==> config.mk <==
export PLATFORM = sky130hd
export DESIGN_NAME = ingress_tlp_router_flat
export DESIGN_NICKNAME = d
export VERILOG_FILES = /design/src/rtl/ingress_pkg.sv /design/src/rtl/ingress_tlp_router_if.sv /design/src/rtl/ingress_tlp_classify.sv /design/src/rtl/ingress_tlp_router.sv /design/src/flat_wrapper.sv
export SDC_FILE = /design/constraint.sdc
export NUM_CORES = 1
export LEC_CHECK = 0
export BUFFER_PORTS_ARGS = -buffer_cell sky130_fd_sc_hd__buf_4
export CAP_MARGIN = 10
export CELL_PAD_IN_SITES_DETAIL_PLACEMENT = 1
export CELL_PAD_IN_SITES_GLOBAL_PLACEMENT = 1
export CORE_AREA = 2 2 257 259
export CTS_CLUSTER_SIZE = 10
export DETAILED_ROUTE_END_ITERATION = 12
export DIE_AREA = 0 0 259 261
export PLACE_DENSITY = 0.69
export SLEW_MARGIN = 20
export SYNTH_ARGS = -nofsm -noshare
export SYNTH_HDL_FRONTEND = slang
export SYNTH_SLANG_ARGS = --single-unit
==> constraint.sdc <==
create_clock -name clk -period 2.7 [get_ports clk]
set_clock_uncertainty 0.2 [all_clocks]
set_input_delay 0.135 -clock clk [delete_from_list [all_inputs] [get_ports clk]]
set_output_delay 0.135 -clock clk [all_outputs]
set_load 0.02 [all_outputs]
==> src/rtl/ingress_pkg.sv <==
// ingress_pkg: shared types and TLP header/sideband field positions for the RX TLP router
package ingress_pkg;
    typedef enum logic [1:0] {TLP_MEM, TLP_CPL, TLP_UNSUP} tlp_class_e;
    typedef enum logic [1:0] {ST_IDLE, ST_PASS, ST_DROP} route_state_e;
    localparam int FMT_LSB = 29;
    localparam int TYPE_LSB = 24;
    localparam logic [4:0] TYPE_MEM = 5'b00000;
    localparam logic [4:0] TYPE_CPL = 5'b01010;
    localparam int USER_ERR_BIT = 1;
    localparam int USER_BAR_LSB = 2;
    localparam int NUM_BAR = 7;
endpackage

==> src/rtl/ingress_tlp_router_if.sv <==
// ingress_tlp_router_if: RX AXIS input and per-channel output bundle of the TLP router
interface ingress_tlp_router_if #(
    parameter int DATA_W = 128,
    parameter int KEEP_W = DATA_W / 8,
    parameter int RX_USER_W = 22,
    parameter int NUM_CH = 3
);
    logic s_rx_tready;
    logic [DATA_W-1:0] s_rx_tdata;
    logic [KEEP_W-1:0] s_rx_tkeep;
    logic s_rx_tlast;
    logic s_rx_tvalid;
    logic [RX_USER_W-1:0] s_rx_tuser;
    logic [NUM_CH-1:0] m_tready;
    logic [NUM_CH-1:0] m_tvalid;
    logic [NUM_CH*DATA_W-1:0] m_tdata;
    logic [NUM_CH*KEEP_W-1:0] m_tkeep;
    logic [NUM_CH-1:0] m_sop;
    logic [NUM_CH-1:0] m_eop;
    logic [NUM_CH*8-1:0] m_tuser;
    modport master (
        output s_rx_tready, m_tvalid, m_tdata, m_tkeep, m_sop, m_eop, m_tuser,
        input s_rx_tdata, s_rx_tkeep, s_rx_tlast, s_rx_tvalid, s_rx_tuser, m_tready
    );
    modport slave (
        input s_rx_tready, m_tvalid, m_tdata, m_tkeep, m_sop, m_eop, m_tuser,
        output s_rx_tdata, s_rx_tkeep, s_rx_tlast, s_rx_tvalid, s_rx_tuser, m_tready
    );
endinterface

==> src/rtl/ingress_tlp_classify.sv <==
// ingress_tlp_classify: maps header DW0 and BAR hit of a first beat to class, destination and drop flag
module ingress_tlp_classify
    import ingress_pkg::*;
#(
    parameter int CH_W = 2,
    parameter int CPL_CH = 1,
    parameter logic [NUM_BAR*CH_W-1:0] BAR_CH_MAP = {NUM_BAR{CH_W'(2)}},
    parameter logic [NUM_BAR-1:0] BAR_EN = 7'b0000001
) (
    input  logic [31:0] dw0_i,
    input  logic [NUM_BAR-1:0] bar_hit_i,
    output tlp_class_e cls_o,
    output logic [CH_W-1:0] dest_o,
    output logic drop_o
);
    logic [4:0] typ;
    logic [2:0] bar;
    logic unused_dw0;
    assign typ = dw0_i[TYPE_LSB+:5];
    assign unused_dw0 = ^{dw0_i[31], dw0_i[FMT_LSB+:2], dw0_i[TYPE_LSB-1:0]};
    // descending scan so the lowest set BAR wins
    always_comb begin
        bar = '0;
        for (int i = NUM_BAR - 1; i >= 0; i--)
            if (bar_hit_i[i]) bar = 3'(i);
    end
    always_comb begin
        cls_o = typ == TYPE_CPL ? TLP_CPL : typ == TYPE_MEM ? TLP_MEM : TLP_UNSUP;
        drop_o = cls_o == TLP_UNSUP || (cls_o == TLP_MEM && !(|bar_hit_i && BAR_EN[bar]));
        dest_o = cls_o == TLP_CPL ? CH_W'(CPL_CH) : BAR_CH_MAP[int'(bar)*CH_W+:CH_W];
    end
endmodule

==> src/rtl/ingress_tlp_router.sv <==
// ingress_tlp_router: classifies RX TLPs on their first beat and forwards whole packets to one of NUM_CH channels
module ingress_tlp_router
    import ingress_pkg::*;
#(
    parameter int DATA_W = 128,
    parameter int KEEP_W = DATA_W / 8,
    parameter int RX_USER_W = 22,
    parameter int NUM_CH = 3,
    parameter int CH_W = $clog2(NUM_CH),
    parameter int CPL_CH = 1,
    parameter logic [NUM_BAR*CH_W-1:0] BAR_CH_MAP = {NUM_BAR{CH_W'(2)}},
    parameter logic [NUM_BAR-1:0] BAR_EN = 7'b0000001,
    parameter int CNT_W = 16
) (
    input  logic clk,
    input  logic rst,
    ingress_tlp_router_if.master bus,
    output logic [CNT_W-1:0] drop_cnt
);
    route_state_e state_q, state_d;
    logic vld_q, vld_d, sop_q, eop_q, err_q, err_d;
    logic [CH_W-1:0] dest_q, dest_d, cls_dest;
    logic [NUM_BAR-1:0] bar_q, bar_d;
    logic [NUM_CH-1:0][DATA_W-1:0] data_q;
    logic [NUM_CH-1:0][KEEP_W-1:0] keep_q;
    logic [NUM_CH-1:0][7:0] user_q;
    logic [CNT_W-1:0] cnt_q, cnt_d;
    tlp_class_e cls;
    logic cls_drop, sop, acc, fwd;
    logic unused_user;
    assign unused_user = ^{cls, bus.s_rx_tuser[0], bus.s_rx_tuser[RX_USER_W-1:USER_BAR_LSB+NUM_BAR]};
    ingress_tlp_classify #(
        .CH_W(CH_W), .CPL_CH(CPL_CH), .BAR_CH_MAP(BAR_CH_MAP), .BAR_EN(BAR_EN)
    ) u_classify (
        .dw0_i(bus.s_rx_tdata[31:0]),
        .bar_hit_i(bus.s_rx_tuser[USER_BAR_LSB+:NUM_BAR]),
        .cls_o(cls),
        .dest_o(cls_dest),
        .drop_o(cls_drop)
    );
    always_ff @(posedge clk) begin
        if (rst) state_q <= ST_IDLE;
        else state_q <= state_d;
    end
    always_comb begin
        state_d = state_q;
        if (acc) state_d = bus.s_rx_tlast ? ST_IDLE : !sop ? state_q : cls_drop ? ST_DROP : ST_PASS;
    end
    // ready only looks at the slot and downstream ready, never at s_rx_tvalid
    always_comb begin
        sop = state_q == ST_IDLE;
        bus.s_rx_tready = !rst && (state_q == ST_DROP || !vld_q || bus.m_tready[dest_q]);
        acc = bus.s_rx_tvalid && bus.s_rx_tready;
        fwd = acc && (state_q == ST_PASS || (sop && !cls_drop));
        for (int i = 0; i < NUM_CH; i++) begin
            bus.m_tvalid[i] = vld_q && dest_q == CH_W'(i);
            bus.m_sop[i] = vld_q && dest_q == CH_W'(i) && sop_q;
            bus.m_eop[i] = vld_q && dest_q == CH_W'(i) && eop_q;
        end
    end
    always_comb begin
        vld_d = fwd || (vld_q && !bus.m_tready[dest_q]);
        dest_d = sop ? cls_dest : dest_q;
        err_d = bus.s_rx_tuser[USER_ERR_BIT] || (!sop && err_q);
        bar_d = sop ? bus.s_rx_tuser[USER_BAR_LSB+:NUM_BAR] : bar_q;
        cnt_d = cnt_q + CNT_W'(acc && sop && cls_drop && cnt_q != '1);
    end
    always_ff @(posedge clk) begin
        if (rst) begin
            vld_q <= 1'b0;
            sop_q <= 1'b0;
            eop_q <= 1'b0;
            err_q <= 1'b0;
            bar_q <= '0;
            dest_q <= '0;
            data_q <= '0;
            keep_q <= '0;
            user_q <= '0;
            cnt_q <= '0;
        end else begin
            vld_q <= vld_d;
            cnt_q <= cnt_d;
            if (fwd) begin
                dest_q <= dest_d;
                sop_q <= sop;
                eop_q <= bus.s_rx_tlast;
                err_q <= err_d;
                bar_q <= bar_d;
                data_q[dest_d] <= bus.s_rx_tdata;
                keep_q[dest_d] <= bus.s_rx_tkeep;
                user_q[dest_d] <= {err_d, bar_d};
            end
        end
    end
    assign bus.m_tdata = data_q;
    assign bus.m_tkeep = keep_q;
    assign bus.m_tuser = user_q;
    assign drop_cnt = cnt_q;
endmodule

==> src/flat_wrapper.sv <==
// flat-port wrapper written by rule: the top's interface ports become plain ports
module ingress_tlp_router_flat import ingress_pkg::*;
#(
    parameter int DATA_W = 128,
    parameter int KEEP_W = DATA_W / 8,
    parameter int RX_USER_W = 22,
    parameter int NUM_CH = 3,
    parameter int CH_W = $clog2(NUM_CH),
    parameter int CPL_CH = 1,
    parameter logic [NUM_BAR*CH_W-1:0] BAR_CH_MAP = {NUM_BAR{CH_W'(2)}},
    parameter logic [NUM_BAR-1:0] BAR_EN = 7'b0000001,
    parameter int CNT_W = 16
)
  (clk, rst, drop_cnt, bus_s_rx_tready, bus_m_tvalid, bus_m_tdata, bus_m_tkeep, bus_m_sop, bus_m_eop, bus_m_tuser, bus_s_rx_tdata, bus_s_rx_tkeep, bus_s_rx_tlast, bus_s_rx_tvalid, bus_s_rx_tuser, bus_m_tready);
  ingress_tlp_router_if #(.DATA_W(DATA_W), .KEEP_W(KEEP_W), .RX_USER_W(RX_USER_W), .NUM_CH(NUM_CH)) bus_i ();
  input  logic clk;
  input  logic rst;
  output logic [CNT_W-1:0] drop_cnt;
  output wire logic [$bits(bus_i.s_rx_tready)-1:0] bus_s_rx_tready;
  output wire logic [$bits(bus_i.m_tvalid)-1:0] bus_m_tvalid;
  output wire logic [$bits(bus_i.m_tdata)-1:0] bus_m_tdata;
  output wire logic [$bits(bus_i.m_tkeep)-1:0] bus_m_tkeep;
  output wire logic [$bits(bus_i.m_sop)-1:0] bus_m_sop;
  output wire logic [$bits(bus_i.m_eop)-1:0] bus_m_eop;
  output wire logic [$bits(bus_i.m_tuser)-1:0] bus_m_tuser;
  input wire logic [$bits(bus_i.s_rx_tdata)-1:0] bus_s_rx_tdata;
  input wire logic [$bits(bus_i.s_rx_tkeep)-1:0] bus_s_rx_tkeep;
  input wire logic [$bits(bus_i.s_rx_tlast)-1:0] bus_s_rx_tlast;
  input wire logic [$bits(bus_i.s_rx_tvalid)-1:0] bus_s_rx_tvalid;
  input wire logic [$bits(bus_i.s_rx_tuser)-1:0] bus_s_rx_tuser;
  input wire logic [$bits(bus_i.m_tready)-1:0] bus_m_tready;
  assign bus_s_rx_tready = bus_i.s_rx_tready;
  assign bus_m_tvalid = bus_i.m_tvalid;
  assign bus_m_tdata = bus_i.m_tdata;
  assign bus_m_tkeep = bus_i.m_tkeep;
  assign bus_m_sop = bus_i.m_sop;
  assign bus_m_eop = bus_i.m_eop;
  assign bus_m_tuser = bus_i.m_tuser;
  assign bus_i.s_rx_tdata = bus_s_rx_tdata;
  assign bus_i.s_rx_tkeep = bus_s_rx_tkeep;
  assign bus_i.s_rx_tlast = bus_s_rx_tlast;
  assign bus_i.s_rx_tvalid = bus_s_rx_tvalid;
  assign bus_i.s_rx_tuser = bus_s_rx_tuser;
  assign bus_i.m_tready = bus_m_tready;
  ingress_tlp_router #(.DATA_W(DATA_W), .KEEP_W(KEEP_W), .RX_USER_W(RX_USER_W), .NUM_CH(NUM_CH), .CH_W(CH_W), .CPL_CH(CPL_CH), .BAR_CH_MAP(BAR_CH_MAP), .BAR_EN(BAR_EN), .CNT_W(CNT_W)) u_core (.clk(clk), .rst(rst), .bus(bus_i), .drop_cnt(drop_cnt));
endmodule
======== Word-level counts from Yosys, hierarchy flattened ========
Memories as Yosys holds them, arrays and structs flattened.
Index checks and enable logic that the tools add are counted.
storage, ports and cells
  memories kept ........................... 1
  output and inout bits ................... 482
  bits in registers ....................... 487
  ROM bits ................................ 8
cells by class
  reduce and logical (&&, ||, !) cells .... 40
  $add $sub $neg .......................... 1
  shift-type cells ........................ 1
  equal/unequal tests ..................... 8
  order comparisons ....................... 4
  mux-type cells .......................... 27
memory list
  memory           depth  bits a word  rd ports  clocked after Yosys merged registers in  wr ports  line                        source
  (no name shown)  8      1            1         0                                        0         ingress_tlp_classify.sv:29  drop_o = cls_o == TLP_UNSUP || (cls_o == TLP_MEM && !(|bar_hit_i && BAR_EN[bar]));
operator list
  kind                                                                           count
  384-bit bitwise mux                                                            1
  128-bit demux with 2-bit select                                                1
  128-bit two-way mux                                                            1
  48-bit bitwise mux                                                             1
  16-bit demux with 2-bit select                                                 1
  24-bit bitwise mux                                                             1
  1-bit logical AND                                                              21
  3-bit two-way mux                                                              7
  16-bit by 1-bit adder with 16-bit output                                       1
  8-bit demux with 2-bit select                                                  1
  16-bit two-way mux                                                             1
  16-bit inequality test (second input constant)                                 1
  2-bit two-way mux                                                              7
  14-bit by 5-bit variable part select with 2-bit output (first input constant)  1
  8-bit two-way mux                                                              1
  7-bit two-way mux                                                              1
  7-bit OR reduction                                                             1
  2-bit by 1-bit equality test with 1-bit output (second input constant)         3
  2-bit equality test (second input constant)                                    3
  1-bit logical NOT                                                              6
  2-bit logical NOT                                                              3
  1-bit logical OR                                                               6
  2-bit by 3-bit less-than comparator with 1-bit output (second input constant)  2
  5-bit by 4-bit equality test with 1-bit output (second input constant)         1
  other kinds (7)                                                                8

======== Depth between registers and ports, before layout ========
  depth after elaboration ................. 18
  mapped depth ............................ 10
  gate-level depth less buffers ........... 9

======== By module ========
A second synthesis with hierarchy kept.
unflattened totals
  cells, all modules ...................... 1,886
  area, all modules ....................... 18,472.7 um2
modules (own cells, without submodules)
  module                times used  cells an instance  area each (um2)  seq. area each (um2)
  ingress_tlp_router    1           1,877              18,410.2         9,749.4
  ingress_tlp_classify  1           9                  62.6             0.0

======== Worst setup path after synthesis ========
No wires, ideal clock.
  kind .................................... register -> register
  start ................................... register u_core.dest_q[0]
  end ..................................... register u_core.cnt_q[12] (netlist: u_core.drop_cnt[12])
  arrival ................................. 2.490 ns
  library setup time ...................... 0.070 ns
  stages on the path, launching flop included .. 11
  buffers on the path ..................... 1
  required time ........................... 2.430 ns
  slack ................................... -0.060 ns
  cells stage by stage .................... dfxtp_1 buf_2 mux2i_1 o211ai_1 a21oi_1 nor4_1 ha_1 and2_1 nand2_1 or4b_2 a21oi_1
between the ends
  longest elaborated chain between the ends .. 9
ends and longest elaborated chain
  what                                       line                      source
  start: declaration                         ingress_tlp_router.sv:22  logic [CH_W-1:0] dest_q, dest_d, cls_dest;
  start signal: assignment                   ingress_tlp_router.sv:84  dest_q <= dest_d;
  1-bit binary-select mux with 2-bit select  ingress_tlp_router.sv:52  bus.s_rx_tready = !rst && (state_q == ST_DROP || !vld_q || bus.m_tready[dest_q]);
  1-bit two-way mux (implied by the code)    ingress_tlp_router.sv:52
  1-bit logical OR                           ingress_tlp_router.sv:52
  1-bit logical AND                          ingress_tlp_router.sv:52
  1-bit logical AND                          ingress_tlp_router.sv:53  acc = bus.s_rx_tvalid && bus.s_rx_tready;
  1-bit logical AND (3 in series)            ingress_tlp_router.sv:66  cnt_d = cnt_q + CNT_W'(acc && sop && cls_drop && cnt_q != '1);
  16-bit by 1-bit adder with 16-bit output   ingress_tlp_router.sv:66
  end signal: assignment                     ingress_tlp_router.sv:82  cnt_q <= cnt_d;
  end: declaration                           ingress_tlp_router.sv:27  logic [CNT_W-1:0] cnt_q, cnt_d;
Every way passes these cells. The select of a mux whose other input is x is not followed.
A chain may end at the register's enable or synchronous reset.

======== Final worst setup path ========
  start ................................... register u_core.state_q[1]
  end ..................................... register u_core.data_q, in the netlist u_core.bus.m_tdata[361]
between the ends
  longest elaborated chain between the ends .. 7
  elaborated cells on any way between the ends .. 17
  classes of those cells .................. order compare (2); eq/ne (2); mux (4); reduce/logical (9)
ends and longest elaborated chain
  what                                                                                                                                                         line                      source
  start: declaration                                                                                                                                           ingress_tlp_router.sv:20  route_state_e state_q, state_d;
  start signal: assignment                                                                                                                                     ingress_tlp_router.sv:43  else state_q <= state_d;
  2-bit logical NOT                                                                                                                                            ingress_tlp_router.sv:51  sop = state_q == ST_IDLE;
  2-bit two-way mux                                                                                                                                            ingress_tlp_router.sv:63  dest_d = sop ? cls_dest : dest_q;
  2-bit by 3-bit less-than comparator with 1-bit output (implied by the code) or 2-bit by 1-bit greater-or-equal comparator with 1-bit output (tied branches)  ingress_tlp_router.sv:89  data_q[dest_d] <= bus.s_rx_tdata;
  1-bit logical AND (implied by the code)                                                                                                                      ingress_tlp_router.sv:89
  128-bit two-way mux (implied by the code)                                                                                                                    ingress_tlp_router.sv:89
  128-bit demux with 2-bit select                                                                                                                              n/a
  384-bit bitwise mux                                                                                                                                          ingress_tlp_router.sv:89
  end signal: indexed assignment                                                                                                                               ingress_tlp_router.sv:89
  end: declaration                                                                                                                                             ingress_tlp_router.sv:24  logic [NUM_CH-1:0][DATA_W-1:0] data_q;
Several ways; a longest one is shown, not always the timed one.

==> insert_results.sql <==
INSERT INTO impl_metrics (metric_group, metric, value, unit) VALUES
('floorplanning', 'die_area', '67600', 'sq um'),
('floorplanning', 'die_height', '261', 'um'),
('synthesis', 'synth_cell_types', '49', ''),
('detailed_routing', 'detail_route.wirelength', '75700', 'um'),
('place', 'numPortBuffers', '640', ''),
('global_route', 'grt_overflow_total', '0', ''),
('critical_path', 'worstSetupStartpointType', 'register', ''),
('clocking', 'num_cts_buffers', '57', ''),
('detailed_routing', 'remaining_drc_errors', '0', ''),
('synthesis', 'primary_ff_master_synth', 'sky130_fd_sc_hd__dfxtp_1', ''),
('synthesis', 'synth_area_per_cell', '9.64', 'sq um'),
('flow_run', 'drv_cap', '0', ''),
('critical_path', 'worstPathCellList', 'or3b_1 -> a221o_4 -> or4b_4 -> buf_12 -> mux2i_1', ''),
('critical_path', 'kind_of_cell_with_the_highest_combined_delay_on_the_critical_path', 'simple AND/OR/NAND/NOR gates', ''),
('clocking', 'htree_num_levels', '2', ''),
('pwr', 'power_per_cell_area', '530', 'nW/um^2'),
('clocking', 'cts.reportedPaths.clkPinSlew', '0.06', 'ns'),
('sta', 'layout_min_cycle_time', '2.67', 'ns'),
('synthesis', 'synth-seq-area-share', '50.3', '%'),
('synthesis', 'synthesis.yosys.warnings', '0', ''),
('sta', 'worstMarginPinSlew', '1.07', 'ns'),
('place', 'dp_worst_setup_slack', '-0.0253', 'ns'),
('critical_path', 'path_buf_inv', '1', ''),
('sta', 'slew-limit-headroom', '28.6', '%'),
('critical_path', 'crit_required', '3.02', 'ns'),
('global_route', 'number_of_antenna_violations_at_the_first_check_in_global_routing', '1', ''),
('sta', 'fin_worst_hold_slack', '0.0107', 'ns'),
('detailed_routing', 'number_of_iterations_in_the_first_detailed_routing_pass', '5', ''),
('clocking', 'cts.path.max_buffers', '3', ''),
('clocking', 'cts_tree', 'done', ''),
('synthesis', 'netlist_instances', '2010', ''),
('synthesis', 'synth_fp_nets', '2186', ''),
('cells_and_area', 'fill_cell_total_of_the_finished_layout', '7346', ''),
('pwr', 'total_power_after_layout', '15.1', 'mW'),
('cells_and_area', 'mostFrequentLayoutCells', 'sky130_fd_sc_hd__buf_4, sky130_fd_sc_hd__dfxtp_1, sky130_fd_sc_hd__nand2b_1', ''),
('place', 'dp_hpwl', '51300', 'um'),
('critical_path', 'setup.worst_path.class', 'register to register', ''),
('critical_path', 'timing.critical_path.fanout_max', '55', ''),
('cells_and_area', 'multi_input_gate_area', '8570', 'sq um'),
('floorplanning', 'rows', '94', ''),
('sta', 'setup_ws', '0.0312', 'ns'),
('critical_path', 'signal_arrival_time_at_the_worst_endpoint', '2.99', 'ns'),
('cells_and_area', 'regArea', '9750', 'sq um'),
('cells_and_area', 'most_common_cell_after_layout_fill_and_taps_aside', 'sky130_fd_sc_hd__buf_4', ''),
('cells_and_area', 'fin_nets', '2942', ''),
('floorplanning', 'starting_density', '29.8', '%'),
('detailed_routing', 'drt.antenna.violating_nets', '0', ''),
('floorplanning', 'fp.dieW', '259', 'um'),
('sta', 'timing.final.crit_share', '98.8', '%'),
('pwr', 'vdd_drop_max', '0.390', 'mV'),
('synthesis', 'synth_area', '19400', 'sq um'),
('sta', 'final-max-slew-violation-count', '0', ''),
('hold_path', 'hold_path.class', 'primary input to register', ''),
('floorplanning', 'core_area', '65000', 'sq um'),
('synthesis', 'ffs_w_async_s_r_synth', '0', '%'),
('sta', 'rsz0062_at_grt', 'true', ''),
('floorplanning', 'top_level_ports', '655', ''),
('global_route', 'grt_pass1_vias', '18700', ''),
('detailed_routing', 'route.detailed.wl_per_inst', '20.7', 'um'),
('cells_and_area', 'post_route_cells_drive_above_1_share', '29.5', '%'),
('critical_path', 'cp_slowest_cell', 'sky130_fd_sc_hd__or4b_4', ''),
('detailed_routing', 'dr.first_iter.drc_count', '915', ''),
('critical_path', 'max_stage_delay', '0.59', 'ns'),
('detailed_routing', 'via_count', '17600', ''),
('clocking', 'numClockSinks', '487', ''),
('detailed_routing', 'detail_route.vias_per_cell', '4.81', ''),
('place', 'gp_routability_congestion', '0.840', ''),
('sta', 'hold_viol', '0', ''),
('synthesis', 'synth_edf_count', '0', ''),
('outcome', 'run_status', 'finished, final reports clean', ''),
('synthesis', 'flop_and_latch_count_out_of_synthesis', '487', ''),
('pwr', 'static-leakage-power', '13.8', 'nW'),
('sta', 'setup_violations', '0', ''),
('cells_and_area', 'area_growth_syn_to_layout', '47.0', '%'),
('clocking', 'cts_root_buf', 'sky130_fd_sc_hd__clkbuf_16', ''),
('critical_path', 'endpoint_kind', 'register', ''),
('sta', 'max_freq', '375', 'MHz'),
('global_route', 'grt_start_max_net_pins', '223', ''),
('global_route', 'grt_util_all_layers', '21.2', '%'),
('clocking', 'insertion_delay', '0.60', 'ns'),
('global_route', 'grt_pass1_wl', '112000', 'um');
## worst register-to-register path, cell delays in order (launching register included)
cell	delay [ns]
sky130_fd_sc_hd__dfxtp_1	0.31
sky130_fd_sc_hd__or3b_1	0.46
sky130_fd_sc_hd__a221o_4	0.40
sky130_fd_sc_hd__or4b_4	0.59
sky130_fd_sc_hd__buf_12	0.23
sky130_fd_sc_hd__mux2i_1	0.42
## stage by stage
| step | utilization (%) | setup TNS (ns) | instance area (sq um) | instances |
|---|---|---|---|---|
| final | 43.8 | 0 | 28500 | 3651 |
| after global routing | 43.8 | -0.108 | 28500 | 3648 |
| after CTS | 43.7 | 0 | 28400 | 3645 |
| after detailed placement | 38.9 | -0.0253 | 25300 | 3413 |
| after global placement | 38.9 | 0 | 25300 | 3413 |
| after floorplan | - | 0 | 19400 | 2010 |
## where the power goes
part,leakage (nW),internal [mW],total (mW),switching (mW)
Clock,0.763,3.84,6.86,3.02
Sequential,3.92,7.21,7.23,0.0163
Combinational,9.10,0.492,1.01,0.522
Total,13.8,11.5,15.1,3.55
## cells in the mapped netlist, drive strengths merged, types with 3 or more instances
master	number	area [sq um]
dfxtp	487	9750
nand2b	325	2030
mux2i	292	2920
a21oi	164	821
nand3	151	756
o21ai	149	746
clkbuf	120	450
inv	115	432
buf	42	262
nor2b	32	200
mux2	28	315
nand2	22	82.6
nor2	14	52.6
xor2	9	78.8
and2	7	43.8
nand4	6	37.5
and3	5	31.3
nor3	4	20.0
or3	4	25.0
ha	3	37.5
nand3b	3	22.5
## state kept, by name, indices dropped and copies added (netlist names)
name,count
u_core.bus.m_tuser,24
u_core.bus.m_tkeep,48
u_core.eop_q,1
u_core.sop_q,1
u_core.dest_q,2
u_core.bar_q,7
u_core.err_q,1
u_core.drop_cnt,16
u_core.vld_q,1
u_core.bus.m_tdata,384
u_core.state_q,2
## timing repair
item | 4_1_cts | 5_1_grt
endpoints found under the hold margin | 470 | 0
buffers inserted | 1 | 2
pin swaps | 4 | 5
resized for setup | 7 | 6
hold buffers | 155 | 0
setup endpoints to repair | 5 | 6
## per-layer routing
layer | vias up | routed length [um] | global-route usage [%] | part of all wire (%)
met4 | 0 | 3480 | 9.49 | 4.6
met5 | - | 0 | 0 | 0
met3 | 170 | 4340 | 5.02 | 5.7
li1 | 8226 | - | - | -
met1 | 8657 | 30300 | 24.9 | 40
met2 | 511 | 37600 | 36.9 | 50
## cell families after synthesis
kind of cell	count (synthesis)	synth area share (%)
adder cells (fa/ha/maj)	3	0.194
flip-flops	487	50.3
multiplexers	320	16.7
AO/OA/AOI/OAI	328	8.78
AND/OR/NAND/NOR	585	17.6
buffers and inverters	277	5.90
XOR/XNOR	10	0.452
## cell type report
type | instances | area share [%]
Clock inverter | 7 | 0.163
Timing Repair Buffer | 859 | 24.9
Tap cell | 864 | 3.80
Sequential cell | 487 | 34.2
Multi-Input combinational cell | 1246 | 30.1
Clock buffer | 69 | 5.27
Antenna cell | 4 | 0.0352
Inverter | 115 | 1.52
## worst paths after layout
check                               start                      end  slack, ns  depth (start not counted)
hold / removal          bus_s_rx_tuser[2]          u_core.bar_q[0]       0.01                          4
setup / recovery        u_core.state_q[1]  u_core.bus.m_tdata[361]       0.03                          5
hold reg to reg   u_core.bus.m_tdata[333]  u_core.bus.m_tdata[333]       0.28                          2
setup reg to reg        u_core.state_q[1]  u_core.bus.m_tdata[361]       0.03                          5
Power figures use the tool's default switching activity.
